`src/rtl/hilo_divider.sv`:
```
// Multi-cycle restoring radix-2 divider owning the architectural HI/LO pair.
// LO receives the quotient, HI the remainder; mthi/mtlo write them when not busy.
module hilo_divider #(
  parameter int WIDTH = 32
) (
  input  logic             clk,
  input  logic             rst,
  input  logic             start,
  input  logic             signed_op,
  input  logic [WIDTH-1:0] op_a,
  input  logic [WIDTH-1:0] op_b,
  input  logic             flush,
  input  logic             hi_we,
  input  logic             lo_we,
  input  logic [WIDTH-1:0] wdata,
  output logic             busy,
  output logic             done,
  output logic             div_by_zero,
  output logic [WIDTH-1:0] hi,
  output logic [WIDTH-1:0] lo
);
  localparam int CW = $clog2(WIDTH + 1);

  typedef enum logic [2:0] {S_IDLE, S_PREP, S_ITER, S_FIX, S_DONE} state_t;

  state_t           state_q, state_d;
  logic [WIDTH-1:0] a_q, a_d, b_q, b_d, q_q, q_d;
  logic [WIDTH-1:0] hi_q, hi_d, lo_q, lo_d;
  logic [WIDTH:0]   rem_q, rem_d;
  logic [CW-1:0]    cnt_q, cnt_d;
  logic             signed_q, signed_d, qneg_q, qneg_d, rneg_q, rneg_d;
  logic             busy_q, busy_d, done_q, done_d, dbz_q, dbz_d;

  logic [WIDTH:0]   shifted;
  logic             a_neg, b_neg;
  logic [WIDTH-1:0] a_abs, b_abs;

  always_comb begin
    shifted = {rem_q[WIDTH-1:0], q_q[WIDTH-1]};
    a_neg   = signed_q & a_q[WIDTH-1];
    b_neg   = signed_q & b_q[WIDTH-1];
    // -2^(W-1) negates to itself, which is exactly its magnitude read unsigned
    a_abs   = a_neg ? -a_q : a_q;
    b_abs   = b_neg ? -b_q : b_q;
  end

  always_comb begin
    state_d  = state_q;
    a_d      = a_q;
    b_d      = b_q;
    q_d      = q_q;
    rem_d    = rem_q;
    cnt_d    = cnt_q;
    signed_d = signed_q;
    qneg_d   = qneg_q;
    rneg_d   = rneg_q;
    busy_d   = busy_q;
    done_d   = 1'b0;
    dbz_d    = dbz_q;
    hi_d     = hi_q;
    lo_d     = lo_q;

    if (!busy_q) begin
      if (hi_we) hi_d = wdata;
      if (lo_we) lo_d = wdata;
    end

    if (flush && busy_q) begin
      state_d = S_IDLE;
      busy_d  = 1'b0;
    end else begin
      case (state_q)
        S_IDLE, S_DONE: begin
          state_d = S_IDLE;
          busy_d  = 1'b0;
          if (start) begin
            a_d      = op_a;
            b_d      = op_b;
            signed_d = signed_op;
            state_d  = S_PREP;
            busy_d   = 1'b1;
          end
        end
        S_PREP: begin
          if (b_q == '0) begin
            hi_d    = a_q;
            lo_d    = '1;
            dbz_d   = 1'b1;
            done_d  = 1'b1;
            busy_d  = 1'b0;
            state_d = S_DONE;
          end else begin
            q_d     = a_abs;
            b_d     = b_abs;
            rem_d   = '0;
            qneg_d  = a_neg ^ b_neg;
            rneg_d  = a_neg;
            cnt_d   = CW'(WIDTH);
            state_d = S_ITER;
          end
        end
        S_ITER: begin
          if (shifted >= {1'b0, b_q}) begin
            rem_d = shifted - {1'b0, b_q};
            q_d   = {q_q[WIDTH-2:0], 1'b1};
          end else begin
            rem_d = shifted;
            q_d   = {q_q[WIDTH-2:0], 1'b0};
          end
          cnt_d = cnt_q - 1'b1;
          if (cnt_q == CW'(1)) state_d = S_FIX;
        end
        S_FIX: begin
          lo_d    = qneg_q ? -q_q : q_q;
          hi_d    = rneg_q ? -rem_q[WIDTH-1:0] : rem_q[WIDTH-1:0];
          dbz_d   = 1'b0;
          done_d  = 1'b1;
          busy_d  = 1'b0;
          state_d = S_DONE;
        end
        default: begin
          state_d = S_IDLE;
          busy_d  = 1'b0;
        end
      endcase
    end
  end

  always_ff @(posedge clk) begin
    if (rst) begin
      state_q  <= S_IDLE;
      a_q      <= '0;
      b_q      <= '0;
      q_q      <= '0;
      rem_q    <= '0;
      cnt_q    <= '0;
      signed_q <= 1'b0;
      qneg_q   <= 1'b0;
      rneg_q   <= 1'b0;
      busy_q   <= 1'b0;
      done_q   <= 1'b0;
      dbz_q    <= 1'b0;
      hi_q     <= '0;
      lo_q     <= '0;
    end else begin
      state_q  <= state_d;
      a_q      <= a_d;
      b_q      <= b_d;
      q_q      <= q_d;
      rem_q    <= rem_d;
      cnt_q    <= cnt_d;
      signed_q <= signed_d;
      qneg_q   <= qneg_d;
      rneg_q   <= rneg_d;
      busy_q   <= busy_d;
      done_q   <= done_d;
      dbz_q    <= dbz_d;
      hi_q     <= hi_d;
      lo_q     <= lo_d;
    end
  end

  assign busy        = busy_q;
  assign done        = done_q;
  assign div_by_zero = dbz_q;
  assign hi          = hi_q;
  assign lo          = lo_q;
endmodule

```
`config.mk`:
```
export PLATFORM = sky130hd
export DESIGN_NAME = hilo_divider
export DESIGN_NICKNAME = d
export VERILOG_FILES = /design/src/rtl/hilo_divider.sv
export SDC_FILE = /design/constraint.sdc
export NUM_CORES = 1
export LEC_CHECK = 0
export BUFFER_PORTS_ARGS = -buffer_cell sky130_fd_sc_hd__buf_2
export CAP_MARGIN = 20
export CORE_UTILIZATION = 30
export CTS_CLUSTER_DIAMETER = 40
export DETAILED_ROUTE_END_ITERATION = 6
export GPL_TIMING_DRIVEN = 0
export PLACE_DENSITY = 0.48
export SYNTH_ARGS = -nofsm -noshare
export SYNTH_HDL_FRONTEND = slang
export SYNTH_SLANG_ARGS = --single-unit
```
`constraint.sdc`:
```
create_clock -name clk -period 4.4 [get_ports clk]
set_input_delay 0.44 -clock clk [delete_from_list [all_inputs] [get_ports clk]]
set_output_delay 0.44 -clock clk [all_outputs]
set_load 0.01 [all_outputs]
```
# [Yosys cells after proc, flatten, opt, wreduce, memory -nomap -nowiden]
# Cells that the tools add are included.
[op_classes] n_addsub=6 n_lt_le_gt_ge=1 eq_ne=10 mux=36 bitwise_logic=6 n_reduce_logical=14
[ops] cell="$mux W32" n=17
[ops] cell="$pmux W32 S2" n=5
[ops] cell="$neg A32 Y32" n=4
[ops] cell="$ge A33 B32 Y1" n=1
[ops] cell="$logic_not A32 Y1" n=1
[ops] cell="$sub A32 B32 Y32" n=1
[ops] cell="$pmux W3 S4" n=1
[ops] cell="$pmux W6 S2" n=1
[ops] cell="$reduce_and A3 Y1" n=4
[ops] cell="$ne A2 B2 Y1 const B" n=5
[ops] cell="$eq A3 B2 Y1 const B" n=2
[ops] cell="$eq A6 B1 Y1 const B" n=1
[ops] cell="$mux W1" n=6
[ops] cell="$mux W3" n=2
[ops] cell="$mux W6" n=1
[ops] cell="$reduce_bool A2 Y1" n=3
[ops] cell="$sub A6 B1 Y6 const B" n=1
[ops] cell="$reduce_and A5 Y1" n=1
[ops] cell="$pmux W1 S2" n=2
[ops] cell="$reduce_or A2 Y1" n=2
[ops] cell="$eq A3 B1 Y1 const B" n=1
[ops] cell="$eq A3 B3 Y1 const B" n=1
[ops] cell="$logic_not A3 Y1" n=1
[ops] cell="$not A1 Y1" n=3
[ops] cell="other kinds (5)" n=6
[word_totals] register_bits=207 output_inout_bits=67 elab_cells=87

# [Logic depth before layout (Yosys ltp)]
[depth] ltp_word=5 mapped_depth=13

# [Worst setup path after synthesis]
# No wires, ideal clock.
[synth_path] path_kind="register to register" from="reg b_q[16]" to="reg q_q[0]" setup_time_ns=0.132 arrival_time_ns=2.603 path_slack_ns=1.665 path_stages_with_launch=13 n_path_buf=3 path_cell_list="dfxtp_1 > inv_1 > ha_1 > clkbuf_1 > and3_1 > and2_1 > a221o_1 > o2111a_1 > or2_1 > buf_4 > buf_4 > o211ai_1 > a21oi_1"
[synth_between] elab_chain_cells=3
[synth_lines] item="from (decl)" line="27" source="logic [WIDTH-1:0] a_q, a_d, b_q, b_d, q_q, q_d;"
[synth_lines] item="from (signal assigned)" line="133" source="b_q <= '0;"
[synth_lines] item="from (signal assigned)" line="148" source="b_q <= b_d;"
[synth_lines] item="$ge A33 B32 Y1 or $logic_not A32 Y1 (tied branches)" line="103, 85"
[synth_lines] item="$mux W1 or $ne A2 B2 Y1 (tied branches)"
[synth_lines] item="$pmux W32 S2 or $reduce_and A3 Y1 (tied branches)"
[synth_lines] item="to (signal assigned)" line="149" source="q_q <= q_d;"
[synth_lines] item="to (decl)" line="27"
# Parallel ways exist; a longest one is shown, timed or not.
# A chain may end at the register's enable or synchronous reset.

# [Worst setup path after layout]
[layout_path] from="reg b_q[1]" to="reg hi_q[29], in the netlist hi[29]"
[layout_between] elab_chain_cells=4
[layout_lines] item="$logic_not A32 Y1" line="85" source="if (b_q == '0) begin"
[layout_lines] item="$mux W32" line="85"
[layout_lines] item="$pmux W32 S2" line="72" source="case (state_q)"
[layout_lines] item="$mux W32" line="68" source="if (flush && busy_q) begin"
[layout_lines] item="to (signal assigned)" line="158" source="hi_q <= hi_d;"
[layout_lines] item="to (decl)" line="28" source="logic [WIDTH-1:0] hi_q, hi_d, lo_q, lo_d;"
# Every way passes these cells.

==> flow_metrics.env <==
export IMPL_status="finished clean"
export IMPL_rsz0062_at_grt="false"
export IMPL_first_iter_violations=1197
export IMPL_dp_cells=2534
export IMPL_layout_commonest_cell="nand2_1"
export IMPL_synth_cell_types=84
export IMPL_clk_root_buffer_cell="clkbuf_16"
export IMPL_hold_class="primary input to register"
export IMPL_finalInstanceArea_um2=16880
export IMPL_netlist_instances=1773
export IMPL_yosys_warnings=0
export IMPL_final_cell_mix="nand2_1, dfxtp_1, buf_2"
export IMPL_post_cts_resize_count=0
export IMPL_layout_drive_gt1_share_pct=14.55
export IMPL_hold_viol=0
export IMPL_synth_seq_cells=207
export IMPL_cts_setup_buffers=0
export IMPL_synth_async_sr_flop_share_pct=0
export IMPL_critical_path_slowest_cell="nor2_2"
export IMPL_wl_um=61650
export IMPL_critPathCaptureType="register"
export IMPL_viasPerCell=5.575
export IMPL_path_clk_slew_ps=50
export IMPL_holdWs_ps=116.4
export IMPL_antenna_found_initial=0
export IMPL_grt_pass1_vias=13780
export IMPL_dpl_cell_area_um2=15120
export IMPL_start_kind="register"
export IMPL_grt_ovfl_total=0
export IMPL_cp_max_fo=10
export IMPL_num_vias=14640
export IMPL_syn_num_nets=1915
export IMPL_grt_start_max_net_pins=13
export IMPL_critPathMaxStageDelay_ps=560
export IMPL_wl_per_cell_um=23.48
export IMPL_mappedNetlistArea_um2=13540
export IMPL_place_gp_congestion=0.9027
export IMPL_fin_nets=2136
export IMPL_fin_crit_sh_pct=82.97
export IMPL_hold_buffers=0
export IMPL_die_area_um2=45980
export IMPL_p_leak_nw=6.923
export IMPL_layout_cells_non_filler=2626
export IMPL_rows=77
export IMPL_critPathKind="register to register"
export IMPL_synth_edf_count=0
export IMPL_insertion_delay_ps=570
export IMPL_coreArea_um2=44320
export IMPL_fin_skew_ps=15.82
export IMPL_grt_pass1_wl_um=90820
export IMPL_ant_nets=0
export IMPL_first_pass_iters=5
export IMPL_grt_total_usage_pct=26.22
export IMPL_die_y_um=214.4
export IMPL_slew_headroom_pct=37.44
export IMPL_maxSlewViolCount=0
export IMPL_cts_path_max_buffers=3
export IMPL_period_needed_ps=3651
export IMPL_n_antenna_cell=0
export IMPL_cts_buffers=50
export IMPL_dominantRegCellSynth="dfxtp_1"
export IMPL_p_total_mw=7.841
export IMPL_portBuffers=169
export IMPL_fillers=4727
export IMPL_dpl_hpwl_um=48840
export IMPL_setup_tns_final_ps=0
export IMPL_maxCapViolations=0
export IMPL_critPathMostFrequentCell="buf_2"
export IMPL_tightest_slew_ps=938.4
export IMPL_synthToLayoutAreaGrowth_pct=24.68
export IMPL_crit_chain="inv_1 -> ha_1 -> nor4b_2 -> nand4_1 -> nor3_1 -> nor2_1 -> nor2_2 -> or2_2 -> buf_2 -> buf_2 -> a2bb2oi_1 -> o21ai_0"
export IMPL_drc=0
export IMPL_numClockSinks=207
export IMPL_powerDensity_nw_per_um2=464.5
export IMPL_finalSetupViolCount=0
export IMPL_start_util_pct=30.55
export IMPL_avgSynthCellArea_um2=7.636
export IMPL_htreeDepth=2
export IMPL_vdd_drop_max_uv=269.4
export IMPL_seq_area_um2=4144
export IMPL_multi_input_area_um2=8701
export IMPL_seq_area_frac_synth_pct=30.61
export IMPL_fmax_mhz=273.9
export IMPL_cts_tree="yes"
export IMPL_worst_ep_required_time_ps=4840
export IMPL_ioPinCount=170
export IMPL_die_w_um=214.4
export IMPL_critPathArrivalTime_ps=4090
[Yosys cell counts, drive strengths merged (6+ instances only)]
cell	number	area, um^2
a211oi	35	262.8
a21boi	7	52.55
a21o	14	105.1
a21oi	157	785.8
a221oi	6	58.80
a22oi	28	210.2
a2bb2oi	7	61.31
a311oi	9	78.83
a31oi	7	43.79
a32oi	9	78.83
and2	18	112.6
and3	8	50.05
buf	27	142.6
clkbuf	94	355.3
dfxtp	207	4144
ha	38	475.5
inv	52	195.2
mux2i	78	780.8
nand2	227	852.1
nand2b	15	93.84
nand3	30	150.1
nand4	18	118.9
nor2	176	663.1
nor2b	8	50.05
nor3	34	181.4
nor4	20	161.4
o211ai	23	172.7
o21a	6	45.04
o21ai	108	540.5
o22ai	46	287.8
o31ai	40	310.3
o41ai	10	95.10
or2	8	50.05
or3	15	98.84
or4	14	120.1
xnor2	66	578.1
xor2	48	420.4
[critical path: cells and delay by family, from the launching register on]
family                     cells  cell delay (ps)
buffers and inverters          3              730
DFF                            1              340
and+or+nand+nor                6             1870
AOI/OAI and AO/OA              2              320
adders and majority gates      1              250
[cell families (layout without fill, tap and decap cells)]
logic type	after synthesis	count (layout)	synth area share [%]
simple gates	604	604	20.82
flops	207	207	30.61
mux	80	80	5.933
compound gates	556	556	26.48
buf+inv	173	434	5.120
xor+xnor	114	114	7.375
fa+ha+maj	39	39	3.660
[power by group]
group	switching (mW)	internal, mW	total (mW)	leakage (nW)
combinational	1.11	0.613	1.72	4.38
sequential	0.180	2.02	2.20	1.69
clock	1.22	2.70	3.92	0.853
total	2.50	5.34	7.84	6.92
[flip-flops by register name, indices dropped and copies added (netlist names)]
register	count
b_q	32
q_q	32
lo	32
busy	1
rem_q	32
state_q	3
div_by_zero	1
cnt_q	6
rneg_q	1
done	1
a_q	32
signed_q	1
hi	32
qneg_q	1
[per-layer routing]
layer	share of wire (%)	vias up	global-route usage (%)	wire length, um
li1	-	6909	-	-
met5	0	-	0	0
met1	46	7135	36.56	28660
met2	45	524	41.67	27850
met4	2.1	0	6.905	1319
met3	6.2	71	4.284	3816
[worst paths after layout]
| kind | startpoint | endpoint | slack [ps] | cells past startpoint |
|---|---|---|---|---|
| setup / recovery | b_q[1] | hi[29] | 750 | 12 |
| setup reg to reg | b_q[1] | hi[29] | 750 | 12 |
| hold / removal | op_a[22] | a_q[22] | 120 | 3 |
| hold reg to reg | div_by_zero | div_by_zero | 480 | 2 |
[stage by stage]
step	worst slack [ps]	util (%)
after floorplan	1665	-
after global placement	821.9	34.13
after detailed placement	770.4	34.13
after CTS	744.9	38.09
after global routing	554.8	38.09
final	749.2	38.09
[final cells by class]
type / instances / share of cell area, %
buffer: 121 / 2.950
multi-input combinational: 1393 / 51.55
clock buffer: 65 / 8.110
sequential: 207 / 24.55
tap: 592 / 4.388
inverter: 52 / 1.156
clock inverter: 27 / 2.283
timing repair buffer: 169 / 5.011
No activity file was read; power rests on OpenSTA's default activity.
